### config.mk
export PLATFORM = sky130hd
export DESIGN_NAME = swd_target_responder
export DESIGN_NICKNAME = d
export VERILOG_FILES = /design/src/rtl/swd_target_responder.sv
export SDC_FILE = /design/constraint.sdc
export NUM_CORES = 1
export LEC_CHECK = 0
export BUFFER_PORTS_ARGS = -buffer_cell sky130_fd_sc_hd__buf_4
export CAP_MARGIN = 20
export CORE_MARGIN = 4
export CORE_UTILIZATION = 58
export DETAILED_ROUTE_END_ITERATION = 16
export PLACE_DENSITY = 0.83
export SYNTH_ARGS = -nofsm -noshare
export SYNTH_HDL_FRONTEND = slang
export SYNTH_SLANG_ARGS = --single-unit
### constraint.sdc
create_clock -name CLK -period 2.5 [get_ports CLK]
set_input_delay 0.125 -clock CLK [delete_from_list [all_inputs] [get_ports CLK]]
set_output_delay 0.125 -clock CLK [all_outputs]
set_load 0.01 [all_outputs]
### src/rtl/swd_target_responder.sv
// SWD target-side wire protocol engine: oversamples SWCLK/SWDIO on CLK, decodes
// requests, drives ACK/read data and presents register accesses downstream.
module swd_target_responder #(
   parameter int SYNC_STAGES    = 2,  // must be at least 2
   parameter int LINE_RESET_LEN = 50
) (
   input  logic        CLK,
   input  logic        PORESET,
   input  logic        SWCLKTCK,
   input  logic        SWDITMS,
   output logic        SWDO,
   output logic        SWDOEN,
   output logic        REG_VALID,
   output logic        REG_APNDP,
   output logic        REG_RNW,
   output logic [1:0]  REG_ADDR,
   output logic [31:0] REG_WDATA,
   input  logic [31:0] REG_RDATA,
   input  logic        REG_WAIT,
   output logic        WDERR,
   output logic [3:0]  DBG_STATE
);

   localparam int CW = $clog2(LINE_RESET_LEN + 1);

   localparam logic [2:0] ACK_OK    = 3'b001;
   localparam logic [2:0] ACK_WAIT  = 3'b010;
   localparam logic [2:0] ACK_FAULT = 3'b100;

   typedef enum logic [3:0] {
      S_LOCKOUT = 4'd0,
      S_IDLE    = 4'd1,
      S_REQ     = 4'd2,
      S_TRN1    = 4'd3,
      S_ACK     = 4'd4,
      S_RDATA   = 4'd5,
      S_TRN2    = 4'd6,
      S_TRNW    = 4'd7,
      S_WDATA   = 4'd8
   } state_t;

   state_t                 state;
   logic [SYNC_STAGES-1:0] swclk_sync;
   logic [SYNC_STAGES-1:0] swdio_sync;
   logic                   swclk_prev;
   logic                   swclktckedge;
   logic                   din;
   logic [CW-1:0]          lr_cnt;
   logic [CW-1:0]          lr_cnt_next;
   logic                   lr_hit;
   logic [5:0]             bit_cnt;
   logic [5:0]             req_sr;
   logic [6:0]             req_full;
   logic                   req_ok;
   logic [2:0]             ack_sel;
   logic [2:0]             ack_sr;
   logic                   ack_is_ok;
   logic                   dp_ctrl;
   logic [31:0]            rd_sr;
   logic                   wpar;

   assign DBG_STATE = state;

   always_ff @(posedge CLK) begin
      if (PORESET) begin
         swclk_sync <= '0;
         swdio_sync <= '0;
         swclk_prev <= 1'b0;
      end else begin
         swclk_sync <= {swclk_sync[SYNC_STAGES-2:0], SWCLKTCK};
         swdio_sync <= {swdio_sync[SYNC_STAGES-2:0], SWDITMS};
         swclk_prev <= swclk_sync[SYNC_STAGES-1];
      end
   end

   assign swclktckedge = swclk_sync[SYNC_STAGES-1] & ~swclk_prev;
   assign din          = swdio_sync[SYNC_STAGES-1];

   // Ones only count toward a line reset while the host owns the wire.
   always_comb begin
      lr_cnt_next = lr_cnt;
      if (!din) begin
         lr_cnt_next = '0;
      end else if (!SWDOEN && (lr_cnt != CW'(LINE_RESET_LEN))) begin
         lr_cnt_next = lr_cnt + 1'b1;
      end
   end

   assign lr_hit   = (lr_cnt_next == CW'(LINE_RESET_LEN));
   assign req_full = {din, req_sr};
   assign req_ok   = (req_full[4] == ^req_full[3:0]) && !req_full[5] && req_full[6];
   assign dp_ctrl  = !REG_APNDP && (REG_ADDR == 2'b00);

   always_comb begin
      ack_sel = ACK_OK;
      if (dp_ctrl)       ack_sel = ACK_OK;
      else if (WDERR)    ack_sel = ACK_FAULT;
      else if (REG_WAIT) ack_sel = ACK_WAIT;
   end

   // Downstream handshake: REG_VALID is a one-CLK strobe with no ready; the only
   // backpressure is REG_WAIT, sampled when the ACK is chosen, and a WAIT/FAULT
   // ACK suppresses the strobe entirely.
   always_ff @(posedge CLK) begin
      if (PORESET) begin
         state     <= S_LOCKOUT;
         lr_cnt    <= '0;
         SWDO      <= 1'b0;
         SWDOEN    <= 1'b0;
         REG_VALID <= 1'b0;
         REG_APNDP <= 1'b0;
         REG_RNW   <= 1'b0;
         REG_ADDR  <= 2'b00;
         REG_WDATA <= 32'h0;
         WDERR     <= 1'b0;
         bit_cnt   <= 6'd0;
         req_sr    <= 6'd0;
         ack_sr    <= 3'b000;
         ack_is_ok <= 1'b0;
         rd_sr     <= 32'h0;
         wpar      <= 1'b0;
      end else begin
         REG_VALID <= 1'b0;
         if (swclktckedge) begin
            lr_cnt <= lr_cnt_next;
            if (lr_hit) begin
               state  <= S_LOCKOUT;
               SWDOEN <= 1'b0;
               SWDO   <= 1'b0;
            end else begin
               case (state)
                  S_LOCKOUT: begin
                     if (!din && (lr_cnt == CW'(LINE_RESET_LEN))) state <= S_IDLE;
                  end
                  S_IDLE: begin
                     if (din) begin
                        state   <= S_REQ;
                        bit_cnt <= 6'd0;
                     end
                  end
                  S_REQ: begin
                     req_sr  <= req_full[6:1];
                     bit_cnt <= bit_cnt + 6'd1;
                     if (bit_cnt == 6'd6) begin
                        if (req_ok) begin
                           state     <= S_TRN1;
                           REG_APNDP <= req_full[0];
                           REG_RNW   <= req_full[1];
                           REG_ADDR  <= req_full[3:2];
                        end else begin
                           state <= S_LOCKOUT;
                        end
                     end
                  end
                  S_TRN1: begin
                     state     <= S_ACK;
                     SWDOEN    <= 1'b1;
                     SWDO      <= ack_sel[0];
                     ack_sr    <= {1'b0, ack_sel[2:1]};
                     ack_is_ok <= (ack_sel == ACK_OK);
                     bit_cnt   <= 6'd1;
                     if ((ack_sel == ACK_OK) && REG_RNW) REG_VALID <= 1'b1;
                  end
                  S_ACK: begin
                     if (bit_cnt != 6'd3) begin
                        SWDO    <= ack_sr[0];
                        ack_sr  <= {1'b0, ack_sr[2:1]};
                        bit_cnt <= bit_cnt + 6'd1;
                     end else if (!ack_is_ok) begin
                        state  <= S_TRN2;
                        SWDOEN <= 1'b0;
                        SWDO   <= 1'b0;
                     end else if (REG_RNW) begin
                        // Read data is captured here, the first edge of the data phase.
                        state   <= S_RDATA;
                        SWDO    <= REG_RDATA[0];
                        rd_sr   <= {^REG_RDATA, REG_RDATA[31:1]};
                        bit_cnt <= 6'd0;
                     end else begin
                        state  <= S_TRNW;
                        SWDOEN <= 1'b0;
                        SWDO   <= 1'b0;
                     end
                  end
                  S_RDATA: begin
                     if (bit_cnt == 6'd32) begin
                        state  <= S_TRN2;
                        SWDOEN <= 1'b0;
                        SWDO   <= 1'b0;
                     end else begin
                        SWDO    <= rd_sr[0];
                        rd_sr   <= {1'b0, rd_sr[31:1]};
                        bit_cnt <= bit_cnt + 6'd1;
                     end
                  end
                  S_TRN2: begin
                     state <= S_IDLE;
                  end
                  S_TRNW: begin
                     state   <= S_WDATA;
                     bit_cnt <= 6'd0;
                     wpar    <= 1'b0;
                  end
                  S_WDATA: begin
                     if (bit_cnt != 6'd32) begin
                        REG_WDATA <= {din, REG_WDATA[31:1]};
                        wpar      <= wpar ^ din;
                        bit_cnt   <= bit_cnt + 6'd1;
                     end else begin
                        state <= S_IDLE;
                        if (din == wpar) begin
                           REG_VALID <= 1'b1;
                           if (dp_ctrl && REG_WDATA[3]) WDERR <= 1'b0;
                        end else begin
                           WDERR <= 1'b1;
                        end
                     end
                  end
                  default: begin
                     state  <= S_LOCKOUT;
                     SWDOEN <= 1'b0;
                     SWDO   <= 1'b0;
                  end
               endcase
            end
         end
      end
   end

endmodule

==> flow_summary.ini, run 1 <==
[critical_path]
critical_path.reg2reg.endpoint = REG_WDATA[6]
crit_path_max_incr_delay_ns = 0.68
timing.critical_path.cells = nand3b_1 -> nor2_1 -> buf_4 -> nand3_1 -> a21oi_1
worstPathMaxFanout = 18
kind_of_end_point_of_the_critical_path = register
worstSetupPathType = register to register
regToRegSetupSlack_ns = 0.17
critical_path.slowest_cell = sky130_fd_sc_hd__nor2_1
regToRegStartpoint = DBG_STATE[3]
worst_ep_required_time_ns = 2.79
path_buf_inv = 1
path_delay_family = simple AND/OR/NAND/NOR gates
worstRegToRegCells = 5
critPathLaunchType = register
cp.arrival_ns = 2.62

[finish]
instances_no_fill = 837
post_route_cells_drive_above_1_share_pct = 23.3
most-common-layout-cells = sky130_fd_sc_hd__dfxtp_1, sky130_fd_sc_hd__buf_4, sky130_fd_sc_hd__o21ai_0
seq_area_mm2 = 0.00206
mostFrequentLayoutCell = sky130_fd_sc_hd__dfxtp_1
fill_cells = 711
layout-area-overhead-vs-synth_pct = 17.4
diodes = 0
final_net_count = 745
multi_input_comb_area_mm2 = 0.00319

[sta]
finalClockSkew_ns = 0.0106
maxSlewHeadroom_pct = 44.0
setup-violations-final = 0
grt_setup_unrepaired = no
timing.fmax_mhz = 429
final_min_period_over_clock_period_pct = 93.3
finalWorstPathRequiredPeriod_ns = 2.33
postLayoutSetupSlackWorst_ns = 0.168
tightestPinTransition_ns = 0.834
timing_max_transition_violations_final = 0
report.final.hold_viol_count = 0
timing.setup.tns_ns = 0

[global_routing]
global_route.overflow_total = 0
first_global_vias = 4930
initial_antenna_violation_count = 0
first_pass_grt_wire_length_um = 23300
grt_start_max_net_pins = 64
track_usage_pct = 24.5

[pwr]
power.combinational.fraction_pct = 17.7
pwr-share-clk_pct = 30.6
net_switching_power_mw = 0.966
total_power_per_unit_cell_area_mw_per_mm2 = 497
p_int_mw = 2.30
leak_pwr_nw = 2.36
ir_drop_mv = 0.343
totalPowerFinal_mw = 3.26
p_seq_share_pct = 51.8
power.switching_fraction_pct = 29.6

[placement]
post_place_setup_slack_ns = 0.0842
placed_cell_count = 819
detailedPlacementHpwl_um = 9420
port-buffer-count = 80
gp_congestion = 0.902

[logic_synthesis]
async_flop_share_pct = 0
cell_area_synth_mm2 = 0.00560
netlist_instances = 641
synth-seq-area-share_pct = 36.8
postSynth.topFlopCell = sky130_fd_sc_hd__dfxtp_1
synthesis.area_per_instance_um2 = 8.73
yosys.cell_types.count = 65
yosys_reg_bits = 103
mappedNetlistNets = 683
synth_edf_count = 0
ys_warn_count = 0

[clock_network]
cts.clk_slew.worst_paths_ns = 0.10
cts-buffers-inserted = 9
root_buffer_master = sky130_fd_sc_hd__clkbuf_8
worstSkewPairLatency_ns = 0.36
cts_setup_buffers = 0
htreeDepth = 3
clock_tree.buffer_depth = 2
clkSinkCount = 103
tritoncts = built

[detailed_routing]
ant_nets = 0
first_pass_iters = 5
drt-initial-drc-count = 432
final_routed_wirelength_um = 13800
via_count = 5083
route.detailed.wl_per_inst_um = 16.5
via_per_inst = 6.07
remaining_drc_errors = 0

[worst_hold_path]
worst_hold_path_type = input pin to register
min-delay-start = REG_WAIT
timing.hold.worst_path_depth = 4
min_delay_worst_endpoint = ack_is_ok

[flow_run]
max_cap_viol_count = 0

[floorplan]
initial_utilization_pct = 60.0
width_of_the_die_um = 106
core_region_area_mm2 = 0.00933
floorplan.die_area_mm2 = 0.0113
die_h_um = 106
io_pins = 81
placementRows = 35

[outcome]
outcome = finished clean
-- how the worst max path moves through the flow --
stage	startpoint	to	slack, ns	cells after the start
2_1_floorplan	lr_cnt[0]	bit_cnt[5]	0.30	8
3_3_place_gp	lr_cnt[1]	REG_WDATA[28]	0.24	8
3_5_place_dp	lr_cnt[1]	req_sr[5]	0.08	8
4_1_cts	lr_cnt[1]	req_sr[3]	0.02	8
5_1_grt	DBG_STATE[1]	REG_APNDP	0.003	5
6_report	DBG_STATE[3]	REG_WDATA[6]	0.17	5
-- state kept, by name, summed over array words and instances, names as in the netlist --
register / flops
DBG_STATE: 4
REG_ADDR: 2
REG_APNDP: 1
REG_RNW: 1
REG_VALID: 1
REG_WDATA: 32
SWDO: 1
SWDOEN: 1
WDERR: 1
ack_is_ok: 1
ack_sr: 2
bit_cnt: 6
lr_cnt: 6
rd_sr: 32
req_sr: 6
swclk_prev: 1
swclk_sync: 2
swdio_sync: 2
wpar: 1
-- power by group through the flow --
stage / Combinational, mW / Clock [mW] / Sequential [mW]
floorplan: 0.400 / 0 / 1.71
global placement: 0.551 / 0 / 1.72
detailed placement: 0.559 / 0 / 1.73
CTS: 0.568 / 1.03 / 1.69
global route: 0.620 / 1.10 / 1.69
finish: 0.576 / 0.997 / 1.69
-- what timing repair did --
item / CTS / global route
resized for setup: 0 / 5
endpoints found under the hold margin: 2 / 0
setup endpoints to repair: 0 / 17
hold buffers: 2 / 0
-- Yosys cell counts (all sizes together) (3+ instances only) --
| cell type | count | area (um^2) |
|---|---|---|
| a2bb2oi | 5 | 50.0 |
| a31oi | 6 | 52.6 |
| o211ai | 3 | 22.5 |
| nand4b | 4 | 50.1 |
| inv | 39 | 146 |
| clkbuf | 39 | 146 |
| xnor2 | 31 | 272 |
| nand2 | 15 | 56.3 |
| a22oi | 6 | 45.0 |
| o21ai | 73 | 365 |
| nor3 | 15 | 96.4 |
| nor3b | 3 | 22.5 |
| nor2b | 14 | 87.6 |
| a221oi | 31 | 453 |
| nor2 | 23 | 86.3 |
| ha | 5 | 62.6 |
| mux2i | 15 | 150 |
| or3 | 33 | 211 |
| nor4 | 4 | 31.3 |
| buf | 12 | 67.6 |
| a21oi | 44 | 220 |
| nand3b | 6 | 45.0 |
| and3 | 6 | 37.5 |
| o21bai | 3 | 22.5 |
| dfxtp | 103 | 2060 |
| a32oi | 4 | 35.0 |
| xor2 | 5 | 43.8 |
| nand3 | 38 | 195 |
| nand2b | 26 | 163 |
| and2 | 3 | 18.8 |
-- worst register-to-register path, delay by kind of cell (launching register included) --
family / cells / cell delay [ns]
buffers and inverters: 1 / 0.35
AND/OR/NAND/NOR: 3 / 1.12
flip-flops: 1 / 0.65
AO/OA/AOI/OAI: 1 / 0.14
-- kinds of logic (layout without fill, tap and decap cells) --
group / after synthesis / in the layout / synth area share, %
flip-flops: 103 / 103 / 36.8
adder cells (fa/ha/maj): 5 / 5 / 1.12
buffers and inverters: 90 / 157 / 6.44
AND/OR/NAND/NOR: 197 / 197 / 20.7
multiplexers: 17 / 17 / 3.15
AO/OA/AOI/OAI: 192 / 192 / 25.7
XOR/XNOR: 37 / 37 / 6.03
-- per-stage QoR --
step	hold slack, ns	util, %	instance area (um^2)
after floorplan	0.253	-	5600
after global placement	0.336	68.1	6350
after detailed placement	0.348	68.1	6350
after CTS	0.131	70.3	6560
after global routing	0.159	70.4	6570
final	0.159	70.4	6570
-- routing by layer --
layer  GRT usage (%)  wire (um)  up-vias  part of all wire [%]
met1            31.8       5960     2403                    43
met2            41.4       6650      199                    48
met5               0          0        -                     0
met3            5.34        948       31                   6.9
met4            6.20        239        0                   1.7
li1                -          -     2450                     -
-- area by class of cell --
| cell class | instances | share of cell area (%) |
|---|---|---|
| inverter | 39 | 2.23 |
| multi-input combinational | 448 | 48.6 |
| sequential | 103 | 31.4 |
| tap | 129 | 2.46 |
| clock buffer | 9 | 1.88 |
| clock inverter | 7 | 0.952 |
| timing repair buffer | 102 | 12.5 |
Note: power is estimated with default switching activity, not from simulation.
==> inputs of run 2 (changes only) <==
--- a/config.mk
+++ b/config.mk
@@ -11,6 +11,7 @@
 export CORE_UTILIZATION = 58
 export DETAILED_ROUTE_END_ITERATION = 16
 export PLACE_DENSITY = 0.83
+export REMOVE_ABC_BUFFERS = 1
 export SYNTH_ARGS = -nofsm -noshare
 export SYNTH_HDL_FRONTEND = slang
 export SYNTH_SLANG_ARGS = --single-unit
==> run 2 against run 1 <==
  * Non-clock buffer count increased by 7
  * Register-to-register slack got worse by 0.02 ns
  * Clock power increased by 15%
  * Largest power group unchanged
  * Highest routed layer unchanged
  * Fmax decreased by 1.0%
  * Power increased by 4.6%
  * Sequential power about the same
  * Wire length increased by 1.7%
  * Via count decreased by 0.24%
  * Critical path depth increased by 4
  * Global-route usage increased by 0.63 points
==> flow_summary.ini, run 2 (synthesis gave the netlist of run 1 again) <==
[pwr]
power.switching_fraction_pct = 28.7
p_seq_share_pct = 49.4
p_int_mw = 2.43
power.combinational.fraction_pct = 17.0
total_power_per_unit_cell_area_mw_per_mm2 = 514
net_switching_power_mw = 0.980
leak_pwr_nw = 2.39
ir_drop_mv = 0.310
pwr-share-clk_pct = 33.6

[finish]
final_net_count = 752
post_route_cells_drive_above_1_share_pct = 24.1
seq_area_mm2 = 0.00206
instances_no_fill = 844
most-common-layout-cells = sky130_fd_sc_hd__buf_4, sky130_fd_sc_hd__dfxtp_1, sky130_fd_sc_hd__o21ai_0
mostFrequentLayoutCell = sky130_fd_sc_hd__buf_4
largestRegisters = REG_WDATA (32), rd_sr (32)
multi_input_comb_area_mm2 = 0.00320
diodes = 0
layout-area-overhead-vs-synth_pct = 18.7
fill_cells = 733

[critical_path]
worst_ep_required_time_ns = 2.76
worstSetupPathType = register to register
critPathLaunchType = register
regToRegSetupSlack_ns = 0.14
timing.critical_path.cells = inv_1 -> ha_1 -> and3b_1 -> a32oi_1 -> a2bb2oi_2 -> a31oi_4 -> nand3_4 -> buf_12 -> a221oi_1
cp.arrival_ns = 2.61
kind_of_end_point_of_the_critical_path = register
worstRegToRegCells = 9
worstPathMaxFanout = 14
crit_path_max_incr_delay_ns = 0.41
critical_path.slowest_cell = sky130_fd_sc_hd__dfxtp_1

[placement]
gp_congestion = 0.920
placed_cell_count = 826
port-buffer-count = 80
detailedPlacementHpwl_um = 9740

[worst_hold_path]
timing.hold.worst_path_depth = 3
worst_hold_path_type = input pin to register

[flow_run]
max_cap_viol_count = 0

[sta]
timing.fmax_mhz = 424
maxSlewHeadroom_pct = 49.8
setup-violations-final = 0
grt_setup_unrepaired = no
timing.hold.ws_ns = 0.154
finalClockSkew_ns = 0.0148
tightestPinTransition_ns = 0.752
finalWorstPathRequiredPeriod_ns = 2.36
report.final.hold_viol_count = 0
final_min_period_over_clock_period_pct = 94.2
timing_max_transition_violations_final = 0

[floorplan]
io_pins = 81
floorplan.die_area_mm2 = 0.0113
die_h_um = 106
placementRows = 35
core_region_area_mm2 = 0.00933
width_of_the_die_um = 106
initial_utilization_pct = 60.0

[detailed_routing]
drt-initial-drc-count = 328
route.detailed.wl_per_inst_um = 16.6
ant_nets = 0
final_routed_wirelength_um = 14000
via_count = 5071
first_pass_iters = 6
remaining_drc_errors = 0
via_per_inst = 6.01

[clock_network]
root_buffer_master = sky130_fd_sc_hd__clkbuf_8
htreeDepth = 3
cts-buffers-inserted = 9
worstSkewPairLatency_ns = 0.37
cts.clk_slew.worst_paths_ns = 0.11
clock_tree.buffer_depth = 2
tritoncts = built
clkSinkCount = 103
cts_setup_buffers = 0

[global_routing]
grt_start_max_net_pins = 70
track_usage_pct = 25.1
initial_antenna_violation_count = 0
global_route.overflow_total = 0
first_pass_grt_wire_length_um = 23700
first_global_vias = 4986

[outcome]
outcome = finished clean
==> run 2: cell types whose count changed in the layout (fill, tap and decap cells not counted), sizes merged <==
cell / change
buf: +7
bufinv: +1
clkbuf: +1
clkinv: -2
clkinvlp: +1
inv: -1
==> run 2: per-stage QoR <==
step | total power [mW] | setup WS, ns | utilization [%] | cell area (um^2) | TNS (ns)
global placement | 2.27 | 0.109 | 68.4 | 6380 | 0
detailed placement | 2.29 | -0.0418 | 68.4 | 6380 | -0.210
floorplan | 2.07 | -0.832 | - | 5390 | -26.69
CTS | 3.42 | 0.0420 | 71.1 | 6640 | 0
finish | 3.41 | 0.144 | 71.3 | 6650 | 0
global route | 3.54 | 0.0173 | 71.3 | 6650 | 0
==> run 2: per-layer routing <==
metal  track usage (%)  wire, um  vias to the layer above
met2              44.6      7040                      171
met4              7.12       247                        0
met3              3.76       817                       27
li1                  -         -                     2464
met1              31.6      5940                     2409
met5                 0         0                        -
==> run 2: critical path: cells and delay by family, from the launching register on <==
family,cells,cell delay [ns]
AND/OR/NAND/NOR,2,0.39
AO/OA/AOI/OAI,4,0.92
buffers and inverters,2,0.31
adder cells (fa/ha/maj),1,0.21
flip-flops,1,0.41
==> run 2: worst paths after layout <==
path | endpoint | startpoint
setup reg to reg | rd_sr[1] | lr_cnt[0]
setup / recovery | rd_sr[1] | lr_cnt[0]
hold / removal | rd_sr[11] | REG_RDATA[12]
hold reg to reg | swclk_sync[1] | swclk_sync[0]
==> run 2: layout make-up <==
class                   count  area share (%)
multi-input cells         448            48.1
clock inverters             6            1.32
flip-flops and latches    103            31.0
clock buffers              10            2.07
inverters                  39            2.20
well taps                 129            2.43
repair buffers            109            12.9
==> run 2: power by group through the flow <==
stage	Clock, mW	Combinational, mW	Sequential, mW
global placement	0	0.551	1.72
CTS	1.16	0.573	1.69
floorplan	0	0.339	1.73
finish	1.15	0.579	1.69
global route	1.23	0.625	1.69
detailed placement	0	0.563	1.73
==> run 2: timing repair <==
action / 4_1_cts / 5_1_grt
hold buffers: 2 / 0
pin swaps: 0 / 0
gates resized for setup: 2 / 6
endpoints found under the setup margin: 11 / 26
endpoints found under the hold margin: 2 / 0
gates cloned: 0 / 0
==> inputs of run 3 (changes only) <==
--- a/config.mk
+++ b/config.mk
@@ -11,6 +11,7 @@
 export CORE_UTILIZATION = 58
 export DETAILED_ROUTE_END_ITERATION = 16
 export PLACE_DENSITY = 0.83
+export RECOVER_POWER = 100
 export REMOVE_ABC_BUFFERS = 1
 export SYNTH_ARGS = -nofsm -noshare
 export SYNTH_HDL_FRONTEND = slang
==> run 3 against run 2 <==
  * Core utilization down 3.4 points
  * Die area did not move
  * Sequential power hardly changed
  * First-iteration DRC count rose by 6.7%
  * Sequential cell count did not move
==> flow_summary.ini, run 3 (synthesis gave the netlist of run 1 again) <==
[global_routing]
grt_start_max_net_pins = 70
initial_antenna_violation_count = 0
first_pass_grt_wire_length_um = 23700
global_route.overflow_total = 0
first_global_vias = 4986
track_usage_pct = 25.1

[finish]
mostFrequentLayoutCell = sky130_fd_sc_hd__dfxtp_1
diodes = 0
most-common-layout-cells = sky130_fd_sc_hd__dfxtp_1, sky130_fd_sc_hd__o21ai_0, sky130_fd_sc_hd__buf_4
layout-area-overhead-vs-synth_pct = 13.1
post-route-util_pct = 67.9
largestRegisters = REG_WDATA (32), rd_sr (32)
post_route_cells_drive_above_1_share_pct = 14.7
instances_no_fill = 844
final_net_count = 752
finish.instance_area_mm2 = 0.00633

[sta]
timing.fmax_mhz = 406
grt_setup_unrepaired = no
setup-violations-final = 0
final_min_period_over_clock_period_pct = 98.6
maxSlewHeadroom_pct = 54.4
timing_max_transition_violations_final = 0
timing.hold.ws_ns = 0.145
timing.setup.tns_ns = 0
report.final.hold_viol_count = 0
tightestPinTransition_ns = 0.684
finalWorstPathRequiredPeriod_ns = 2.47
postLayoutSetupSlackWorst_ns = 0.0343
finalClockSkew_ns = 0.0160

[floorplan]
width_of_the_die_um = 106
initial_utilization_pct = 60.0
io_pins = 81
floorplan.die_area_mm2 = 0.0113
placementRows = 35
core_region_area_mm2 = 0.00933
die_h_um = 106

[detailed_routing]
first_pass_iters = 5
remaining_drc_errors = 0
route.detailed.wl_per_inst_um = 16.6
final_routed_wirelength_um = 14000
drt-initial-drc-count = 350
via_per_inst = 6.06
via_count = 5114
ant_nets = 0

[critical_path]
worstPathMaxFanout = 5
worst_ep_required_time_ns = 2.73
crit_path_max_incr_delay_ns = 0.41
critical_path.slowest_cell = sky130_fd_sc_hd__dfxtp_1
timing.critical_path.cells = inv_1 -> ha_1 -> and3b_1 -> a32oi_1 -> a2bb2oi_2 -> a31o_4 -> or3_4 -> o41ai_1
worstSetupPathType = register to register
path_delay_family = compound AO/OA/AOI/OAI gates
path_buf_inv = 1
critPathLaunchType = register
kind_of_end_point_of_the_critical_path = register
cp.arrival_ns = 2.70

[pwr]
totalPowerFinal_mw = 3.39
total_power_per_unit_cell_area_mw_per_mm2 = 536
ir_drop_mv = 0.309
leak_pwr_nw = 2.18

[clock_network]
clkSinkCount = 103
htreeDepth = 3
tritoncts = built
clock_tree.buffer_depth = 2
cts-buffers-inserted = 9
cts.clk_slew.worst_paths_ns = 0.11
root_buffer_master = sky130_fd_sc_hd__clkbuf_8
worstSkewPairLatency_ns = 0.37

[outcome]
outcome = finished clean

[placement]
post_place_setup_slack_ns = -0.0418
gp_congestion = 0.920
placed_cell_count = 826
dpl-instance-area_mm2 = 0.00638
detailedPlacementHpwl_um = 9740
port-buffer-count = 80

[worst_hold_path]
worst_hold_path_type = input pin to register

[flow_run]
max_cap_viol_count = 0
-- run 3: cell count changes in the layout (fill, tap and decap cells not counted), moves of 19 or more --
cell,delta
sky130_fd_sc_hd__a221oi_1,+19
sky130_fd_sc_hd__buf_4,-48
sky130_fd_sc_hd__a221oi_2,-19
sky130_fd_sc_hd__clkbuf_1,+46
-- run 3: routing by layer --
metal	share of wire (%)	track usage, %
met1	42	31.6
met2	50	44.6
met3	6.6	3.76
met4	1.9	7.12
met5	0	0
-- run 3: layout make-up --
type                            instances  area (um^2)
Multi-Input combinational cell        448         3060
Inverter                               39          146
Timing Repair Buffer                  109          678
Clock buffer                           10          138
Fill cell                             820         3000
Sequential cell                       103         2060
Clock inverter                          6         87.6
Tap cell                              129          161
-- run 3: worst register-to-register path, stage by stage, from the launching register on --
cell and delay [ns]:
sky130_fd_sc_hd__dfxtp_1 0.41, sky130_fd_sc_hd__inv_1 0.09, sky130_fd_sc_hd__ha_1 0.21, sky130_fd_sc_hd__and3b_1 0.17, sky130_fd_sc_hd__a32oi_1 0.20, sky130_fd_sc_hd__a2bb2oi_2 0.14
sky130_fd_sc_hd__a31o_4 0.29, sky130_fd_sc_hd__or3_4 0.41, sky130_fd_sc_hd__o41ai_1 0.41
-- run 3: worst paths after layout --
check             slack [ns]             to  cells past startpoint     startpoint
hold reg to reg         0.45  swclk_sync[1]                      1  swclk_sync[0]
setup / recovery        0.03     bit_cnt[5]                      8      lr_cnt[0]
hold / removal          0.14       rd_sr[8]                      3   REG_RDATA[9]
setup reg to reg        0.03     bit_cnt[5]                      8      lr_cnt[0]
-- run 3: power by group --
part,switching (mW),internal [mW]
Sequential,0.0313,1.66
Combinational,0.312,0.248
Clock,0.626,0.520
-- run 3: what timing repair did --
action                                  4_1_cts  5_1_grt
hold buffers                                  2        0
endpoints found under the hold margin         2        0
endpoints found under the setup margin       11       26
setup buffers                                 0        0
resized for setup                             2        6
